==> src/rtl/cache_pkg.sv <==
// Shared geometry, FSM state type and address-field helpers for the instruction cache.
// The helpers cover the default geometry (32 lines x 8 words); the top module re-derives its widths from its own parameters.
package cache_pkg;

  localparam int DEF_LINES = 32;
  localparam int DEF_WORDS = 8;
  localparam int ADDR_W    = 16;
  localparam int OFFSET_W  = $clog2(DEF_WORDS);
  localparam int INDEX_W   = $clog2(DEF_LINES);
  localparam int TAG_W     = ADDR_W - INDEX_W - OFFSET_W - 1;

  typedef enum logic {
    IDLE = 1'b0,
    FILL = 1'b1
  } state_e;

  function automatic logic [OFFSET_W-1:0] addr_offset(input logic [ADDR_W-1:0] a);
    return a[OFFSET_W:1];
  endfunction

  function automatic logic [INDEX_W-1:0] addr_index(input logic [ADDR_W-1:0] a);
    return a[OFFSET_W+INDEX_W:OFFSET_W+1];
  endfunction

  function automatic logic [TAG_W-1:0] addr_tag(input logic [ADDR_W-1:0] a);
    return a[ADDR_W-1:ADDR_W-TAG_W];
  endfunction

endpackage

==> src/rtl/icache_tag_array.sv <==
// Valid bits and tag storage for the direct-mapped instruction cache.
// Valid bits clear asynchronously on reset; the lookup port compares combinationally.
module icache_tag_array #(
  parameter int LINES = 32,
  parameter int TAG_W = 7
) (
  input  logic                     clk,
  input  logic                     rst_n,
  input  logic [$clog2(LINES)-1:0] i_rd_index,
  input  logic [TAG_W-1:0]         i_rd_tag,
  output logic                     o_hit,
  input  logic                     i_clr,
  input  logic [$clog2(LINES)-1:0] i_clr_index,
  input  logic                     i_set,
  input  logic [$clog2(LINES)-1:0] i_set_index,
  input  logic [TAG_W-1:0]         i_set_tag
);

  logic [LINES-1:0] r_valid;
  logic [TAG_W-1:0] r_tag [LINES];

  always_ff @(posedge clk or negedge rst_n) begin
    if (!rst_n) begin
      r_valid <= '0;
    end else if (i_clr) begin
      r_valid[i_clr_index] <= 1'b0;
    end else if (i_set) begin
      r_valid[i_set_index] <= 1'b1;
    end
  end

  always_ff @(posedge clk) begin
    if (i_set) r_tag[i_set_index] <= i_set_tag;
  end

  assign o_hit = r_valid[i_rd_index] && (r_tag[i_rd_index] == i_rd_tag);

endmodule

==> src/rtl/icache_fill_ctrl.sv <==
// Direct-mapped instruction cache with whole-line miss fill from multi-cycle memory.
// Optional ICACHE_PERF_EN adds saturating perf_hits / perf_misses counters.
//
// state | meaning
// IDLE  | serving hits; a miss latches the line base and clears its valid bit
// FILL  | issuing WORDS reads back-to-back and writing responses in order
module icache_fill_ctrl
  import cache_pkg::*;
#(
  parameter int LINES = DEF_LINES,
  parameter int WORDS = DEF_WORDS
) (
  input  logic        clk,
  input  logic        rst_n,
  input  logic        fetch_req,
  input  logic [15:0] fetch_addr,
  output logic [15:0] fetch_instr,
  output logic        fetch_stall,
  output logic        mem_req,
  output logic [15:0] mem_addr,
  input  logic        mem_rsp_valid,
  input  logic [15:0] mem_rsp_data
`ifdef ICACHE_PERF_EN
  ,
  output logic [15:0] perf_hits,
  output logic [15:0] perf_misses
`endif
);

  localparam int OFF_W = $clog2(WORDS);
  localparam int IDX_W = $clog2(LINES);
  localparam int TG_W  = 16 - IDX_W - OFF_W - 1;
  localparam int CNT_W = OFF_W + 1;

  state_e            r_state, w_state_nxt;
  logic [IDX_W-1:0]  r_index;
  logic [TG_W-1:0]   r_tag;
  logic [CNT_W-1:0]  r_req_cnt, r_rsp_cnt;
  logic [15:0]       r_data [LINES*WORDS];

  logic [OFF_W-1:0]  w_off;
  logic [IDX_W-1:0]  w_idx;
  logic [TG_W-1:0]   w_tag;
  logic              w_lookup_hit, w_hit, w_start, w_done, w_rsp_wr, w_last;

  assign w_off    = fetch_addr[OFF_W:1];
  assign w_idx    = fetch_addr[OFF_W+IDX_W:OFF_W+1];
  assign w_tag    = fetch_addr[15:16-TG_W];
  assign w_hit    = fetch_req & w_lookup_hit;
  assign w_rsp_wr = (r_state == FILL) & mem_rsp_valid;
  assign w_last   = w_rsp_wr & (r_rsp_cnt == {1'b0, {OFF_W{1'b1}}});

  icache_tag_array #(.LINES(LINES), .TAG_W(TG_W)) u_tags (
    .clk         (clk),
    .rst_n       (rst_n),
    .i_rd_index  (w_idx),
    .i_rd_tag    (w_tag),
    .o_hit       (w_lookup_hit),
    .i_clr       (w_start),
    .i_clr_index (w_idx),
    .i_set       (w_done),
    .i_set_index (r_index),
    .i_set_tag   (r_tag)
  );

  always_comb begin
    w_state_nxt = r_state;
    w_start     = 1'b0;
    w_done      = 1'b0;
    case (r_state)
      IDLE: if (fetch_req && !w_lookup_hit) begin
        w_start     = 1'b1;
        w_state_nxt = FILL;
      end
      FILL: if (w_last) begin
        w_done      = 1'b1;
        w_state_nxt = IDLE;
      end
      default: w_state_nxt = IDLE;
    endcase
  end

  // Request counter's MSB marks that all WORDS reads have been issued.
  assign mem_req     = (r_state == FILL) & ~r_req_cnt[OFF_W];
  assign mem_addr    = mem_req ? {r_tag, r_index, r_req_cnt[OFF_W-1:0], 1'b0} : 16'h0000;
  // Gated by rst_n so outputs read as idle while reset is held with fetch_req high.
  assign fetch_stall = rst_n & ((fetch_req & ~w_lookup_hit) | (r_state != IDLE));
  assign fetch_instr = ((r_state == IDLE) && w_hit) ? r_data[{w_idx, w_off}] : 16'h0000;

  always_ff @(posedge clk or negedge rst_n) begin
    if (!rst_n) begin
      r_state   <= IDLE;
      r_index   <= '0;
      r_tag     <= '0;
      r_req_cnt <= '0;
      r_rsp_cnt <= '0;
    end else begin
      r_state <= w_state_nxt;
      if (w_start) begin
        r_index   <= w_idx;
        r_tag     <= w_tag;
        r_req_cnt <= '0;
        r_rsp_cnt <= '0;
      end else begin
        if (mem_req)  r_req_cnt <= r_req_cnt + 1'b1;
        if (w_rsp_wr) r_rsp_cnt <= r_rsp_cnt + 1'b1;
      end
    end
  end

  always_ff @(posedge clk) begin
    if (w_rsp_wr) r_data[{r_index, r_rsp_cnt[OFF_W-1:0]}] <= mem_rsp_data;
  end

`ifdef ICACHE_PERF_EN
  logic [15:0] r_perf_hits, r_perf_misses;

  always_ff @(posedge clk or negedge rst_n) begin
    if (!rst_n) begin
      r_perf_hits   <= '0;
      r_perf_misses <= '0;
    end else begin
      if ((r_state == IDLE) && w_hit && (r_perf_hits != 16'hFFFF))
        r_perf_hits <= r_perf_hits + 1'b1;
      if (w_start && (r_perf_misses != 16'hFFFF))
        r_perf_misses <= r_perf_misses + 1'b1;
    end
  end

  assign perf_hits   = r_perf_hits;
  assign perf_misses = r_perf_misses;
`endif

endmodule

==> config.mk <==
export PLATFORM = sky130hd
export DESIGN_NAME = icache_fill_ctrl
export DESIGN_NICKNAME = d
export VERILOG_FILES = /design/src/rtl/cache_pkg.sv /design/src/rtl/icache_tag_array.sv /design/src/rtl/icache_fill_ctrl.sv
export SDC_FILE = /design/constraint.sdc
export NUM_CORES = 2
export LEC_CHECK = 0
export CORE_UTILIZATION = 24
export CTS_BUF_LIST = sky130_fd_sc_hd__clkbuf_2 sky130_fd_sc_hd__clkbuf_4 sky130_fd_sc_hd__clkbuf_8
export CTS_CLUSTER_SIZE = 24
export DETAILED_ROUTE_END_ITERATION = 16
export HOLD_SLACK_MARGIN = 0.02
export PLACE_DENSITY = 0.49
export SLEW_MARGIN = 20
export SYNTH_ARGS = -nofsm -noshare
export SYNTH_HDL_FRONTEND = slang
export SYNTH_MEMORY_MAX_BITS = 65536
export SYNTH_SLANG_ARGS = --single-unit
==> constraint.sdc <==
create_clock -name clk -period 3.8 [get_ports clk]
set_input_delay 0.38 -clock clk [delete_from_list [all_inputs] [get_ports clk]]
set_output_delay 0.38 -clock clk [all_outputs]
set_load 0.005 [all_outputs]
### Word-level counts from Yosys, hierarchy flattened

Memory sizes are Yosys's and may differ from the RTL's.
Index checks and enable logic that the tools add are counted.

| storage, ports and cells | value |
|---|---|
| register bits | 53 |
| RAM bits | 4320 |
| output and inout bits | 34 |
| word-level logic and storage cells | 62 |
| memories kept | 2 |

| operators by class | value |
|---|---|
| $add $sub $neg | 2 |
| order comparisons | 4 |
| eq/ne operators | 2 |
| muxes and demuxes | 24 |
| bitwise gates (word level) | 13 |
| reduce and logical (&&, ||, !) cells | 9 |

Memory list:

| name | depth | width | read ports | clocked after Yosys merged registers in | write ports | RTL line | RTL |
|---|---|---|---|---|---|---|---|
| r_data | 256 | 16 | 1 | 0 | 1 | icache_fill_ctrl.sv:39 | `logic [15:0] r_data [LINES*WORDS];` |
| u_tags.r_tag | 32 | 7 | 1 | 0 | 1 | icache_tag_array.sv:20 | `logic [TAG_W-1:0] r_tag [LINES];` |

Operators with widths:

| kind | number |
|---|---|
| $mux W32 | 2 |
| $and A32 B32 Y32 | 1 |
| $mux W16 | 2 |
| $not A32 Y32 | 1 |
| $or A32 B32 Y32 | 1 |
| $mux W4 | 4 |
| $lt A5 B6 Y1 const B | 2 |
| $mux W1 | 12 |
| $demux W1 S5 | 2 |
| $ge A5 B1 Y1 const B | 2 |
| $add A4 B1 Y4 const B | 2 |
| $eq A7 B7 Y1 | 1 |
| $and A1 B1 Y1 | 6 |
| $reduce_bool A2 Y1 | 3 |
| $bmux W1 S5 | 1 |
| $logic_and A1 B1 Y1 | 5 |
| $eq A4 B3 Y1 const B | 1 |
| $not A1 Y1 | 3 |
| $pmux W1 S2 | 1 |
| $logic_not A1 Y1 | 1 |
| $or A1 B1 Y1 | 1 |

### Longest topological paths before layout

| depth | value |
|---|---|
| depth in word-level cells | 8 |
| mapped depth | 15 |
| depth with buffers taken out | 8 |

### By module

From an unflattened synthesis, not the netlist that was laid out.

| second synthesis, totals | value |
|---|---|
| cells, all modules | 8086 |
| area total of the unflattened synthesis | 170783.8 um2 |

Modules (own cells, without submodules):

| module | times used | cells each | area each (um2) | sequential area each (um2) |
|---|---|---|---|---|
| icache_fill_ctrl | 1 | 7516 | 160323.8 | 123523.5 |
| icache_tag_array | 1 | 570 | 10460.0 | 7527.2 |

### Worst setup path before layout

Ideal clock, no wire load.

| path | value |
|---|---|
| kind | input-to-output |
| start point | input fetch_addr[2] |
| end point | output fetch_instr[14] |
| arrival time | 3091 ps |
| data required time | 3420 ps |
| path slack | 329 ps |
| stages on the path | 10 |
| buffers on the path | 4 |
| cells stage by stage | buf_4 -> buf_2 -> buf_1 -> clkbuf_1 -> mux4_2 -> mux2_2 -> o21ai_0 -> nand4_1 -> a221oi_1 -> a21oi_1 |

| on the way | value |
|---|---|
| word-level cells in the longest chain between the ends | 2 |

Ends and longest elaborated chain:

| element | RTL line | RTL |
|---|---|---|
| start, declared | icache_fill_ctrl.sv:16 | `input logic [15:0] fetch_addr,` |
| $mem_v2 Z256 W16 | -- |  |
| $mux W16 | icache_fill_ctrl.sv:88 | `assign fetch_instr = ((r_state == IDLE) && w_hit) ? r_data[{w_idx, w_off}] : 16'h0000;` |
| end, declared | icache_fill_ctrl.sv:17 | `output logic [15:0] fetch_instr,` |

No other way between the ends.

### Worst setup path after layout

| path | value |
|---|---|
| start point | memory u_tags.r_tag[9][5] |
| end point | output fetch_instr[3] |

| on the way | value |
|---|---|
| word-level cells in the longest chain between the ends | 6 |

Ends and longest elaborated chain:

| element | RTL line | RTL |
|---|---|---|
| start, declared | icache_tag_array.sv:20 |  |
| $mem_v2 Z32 W7 | -- |  |
| $eq A7 B7 Y1 | icache_tag_array.sv:36 | `assign o_hit = r_valid[i_rd_index] && (r_tag[i_rd_index] == i_rd_tag);` |
| $logic_and A1 B1 Y1 | icache_tag_array.sv:36 |  |
| $and A1 B1 Y1 | icache_fill_ctrl.sv:49 | `assign w_hit = fetch_req & w_lookup_hit;` |
| $logic_and A1 B1 Y1 | icache_fill_ctrl.sv:88 |  |
| $mux W16 | icache_fill_ctrl.sv:88 |  |

No other way between the ends.

==> results.toml <==
[synthesis]
yosys_register_bits = 4373
ys_seq_area_share_pct = 77.8
netlist_instances = 7336
syn_nets = 7377
synth_top_area_share_pct = 77.0
yosys_most_used_dff = "edfxtp_1"
syn_area_um2 = 168000
synth_warnings = 0
synth_edf_count = 4320
syn_area_per_cell_um2 = 23.0
ys_types = 73
synthTopCellsByArea = "edfxtp_1 77%, mux4_2 15%, mux2i_1 2.2%, dfrtp_1 0.79%, nor2_1 0.70%"
async_flop_share_pct = 1.21
synth.largest_area_cell = "edfxtp_1"

[power_and_ir_drop]
p_total_uw = 103000
peakVddDrop_v = 0.000538
power.leakage_uw = 0.0650
p_per_area_nw_per_um2 = 502

[timing]
slew_headroom_pct = 18.4
fin_crit_ns = 4.80
min_period_over_period_pct = 126
final_max_slew_viol_count = 0
setup_ws_ns = -1.00
rsz0062_at_grt = "yes"
setup_viol = 17
hold_violations = 0
final.setup.tns_ns = -14.20
fin_skew_ns = 0.0638
fmax_mhz = 208
tightest_slew_ns = 1.22

[cells_and_area]
mostFrequentLayoutCell = "edfxtp_1"
final_area_um2 = 205000
fillers = 67981
nets = 8946
drive_above_1_share_pct = 39.9
syn_to_final_growth_pct = 21.6
final_cell_mix = "4,320 x edfxtp_1, 1,138 x mux4_2, 1,039 x buf_4"

[worst_setup_path]
critPathMaxFanout = 6
end_kind = "primary output"
rr_worst_depth = 5
arrival_ns = 4.42
worstReg2RegEnd = "u_tags.r_tag[21][0]"
cp-start-kind = "flop"
required_ns = 3.42
reg2reg_slack_ns = 0.51
critPathKind = "reg -> out"
cp-endpoint = "fetch_instr[3]"
startpoint = "u_tags.r_tag[9][5]"
reg2reg_from = "r_state"

[cts]
cts_tree = "yes"
clockBufferDepth = 4
numCtsBuffers = 696
cts_htree_levels = 6
clkSinkCount = 4373
clk_latency_ns = 1.31
clkTransAtPathRegs_ns = 0.06
clock-root-buffer = "clkbuf_8"

[floorplanning]
die_y_um = 840
die-area_um2 = 705000
start_util_pct = 24.1
die_width_um = 840
core_area_um2 = 699000
row_count = 307
io_pins = 70

[placed_design]
place.gp.congestion = 0.858
dp_hpwl_mm = 324
dpl_cell_area_um2 = 190000
io_buffers = 67
dpl_worst_slack_ns = -1.61

[flow_run]
drv_cap = 0

[routing]
route.detailed.wl_per_inst_um = 27.4
drt_first_iter_violations = 9369
viasPerCell = 4.54
via_count = 85069
drc_errors = 0
drtPass1Iterations = 6
wirelength_mm = 514
ant_nets = 0

[grt]
grt_pass1_vias = 88994
antenna_found_initial = 46
grt_usage_pct = 14.1
grt_start_max_net_pins = 153
grt-ovfl-total = 0
grt_pass1_wl_mm = 709

[min_path]
min_path_type = "in -> reg"

[outcome]
status = "finished, violations left"
violations = "setup timing"
[per-layer routing]
layer / share of wire, % / vias up / wire length (µm) / track usage [%]
li1: - / 34581 / - / -
met2: 48 / 3286 / 248000 / 23.4
met1: 42 / 46415 / 215000 / 18.8
met3: 6.7 / 777 / 34500 / 2.48
met4: 3.2 / 10 / 16600 / 4.37
met5: 0.012 / - / 64 / 0
[synthesized netlist by cell type (27+ instances only)]
| library cell | n |
|---|---|
| o22ai_1 | 82 |
| o21ai_0 | 56 |
| buf_2 | 187 |
| mux2_2 | 31 |
| clkbuf_1 | 141 |
| a221oi_1 | 31 |
| nor2_1 | 312 |
| mux2i_1 | 365 |
| and2_1 | 27 |
| buf_1 | 72 |
| buf_4 | 31 |
| nand2_1 | 54 |
| o32a_1 | 32 |
| a21oi_1 | 40 |
| mux4_2 | 1138 |
| dfrtp_1 | 53 |
| a22oi_1 | 121 |
| nand3_1 | 33 |
| edfxtp_1 | 4320 |
[per-stage QoR]
stage,util (%),std cells,hold slack [ns]
3_5_place_dp,27.2,17437,0.486
2_1_floorplan,-,7336,0.0844
4_1_cts,29.3,18704,0.0499
3_3_place_gp,27.2,17435,0.475
6_report,29.3,18728,0.141
5_1_grt,29.3,18713,0.111
[cells by family after synthesis]
group | Yosys count | share of synthesized area [%]
fa+ha+maj | 5 | 0.0371
simple gates | 527 | 1.44
xor+xnor | 2 | 0.0104
mux | 1544 | 17.7
compound gates | 441 | 1.87
other cells | 1 | 0.00223
flops | 4373 | 77.8
buf+inv | 443 | 1.20
[sequential cells by signal (all words and copies together), names as in the netlist]
| register | cells |
|---|---|
| r_req_cnt | 4 |
| r_tag | 7 |
| r_data | 4096 |
| r_state | 1 |
| u_tags.r_tag | 224 |
| r_index | 5 |
| r_rsp_cnt | 4 |
| u_tags.r_valid | 32 |
[area by class of cell]
cell class              instances  area [µm²]  share of cell area (%)
diodes                         20        50.0                  0.0244
clock buffers                 913       11200                    5.49
clock inverters               318        2220                    1.08
inverters                      10        38.8                  0.0189
multi-input cells            2520       36500                    17.8
flip-flops and latches       4373      131000                    64.0
well taps                    9270       11600                    5.66
repair buffers               1304       12100                    5.93
[worst max-delay path: stages, from the launching register on]
cell	delay [ns]
edfxtp_1	0.36
mux2i_1	0.21
o22ai_2	0.15
nor4_4	0.36
a21oi_2	0.09
or4_4	0.51
nor4_4	0.18
buf_6	0.18
nand2_8	0.08
buf_8	0.19
a2111oi_4	0.59
buf_2	0.25
[how the worst min path moves through the flow]
stage | startpoint | to | slack, ns | depth (start not counted)
after CTS | fetch_addr[4] | u_tags.r_valid[25] | 0.05 | 6
after floorplan | rst_n | r_index[0] | 0.08 | 0
after global placement | u_tags.r_valid[13] | u_tags.r_valid[13] | 0.48 | 1
final | mem_rsp_data[13] | r_data[223][13] | 0.14 | 2
after global routing | mem_rsp_data[13] | r_data[217][13] | 0.11 | 2
after detailed placement | u_tags.r_valid[23] | u_tags.r_valid[23] | 0.49 | 1
[where the power goes]
group / total, µW / internal, µW / switching (µW) / leakage (µW)
registers: 54300 / 54000 / 318 / 0.0395
clock network: 39600 / 20400 / 19200 / 0.00709
logic: 8860 / 3180 / 5680 / 0.0183
total: 103000 / 77600 / 25200 / 0.0650
[repair_timing]
action / CTS / global route
gates cloned: 0 / 0
hold buffers: 32 / 0
endpoints found under the hold margin: 3608 / 0
pin swaps: 21 / 15
setup endpoints to repair: 33 / 21
buffers inserted: 4 / 2
gates resized for setup: 104 / 37
Power figures use the tool's default switching activity.
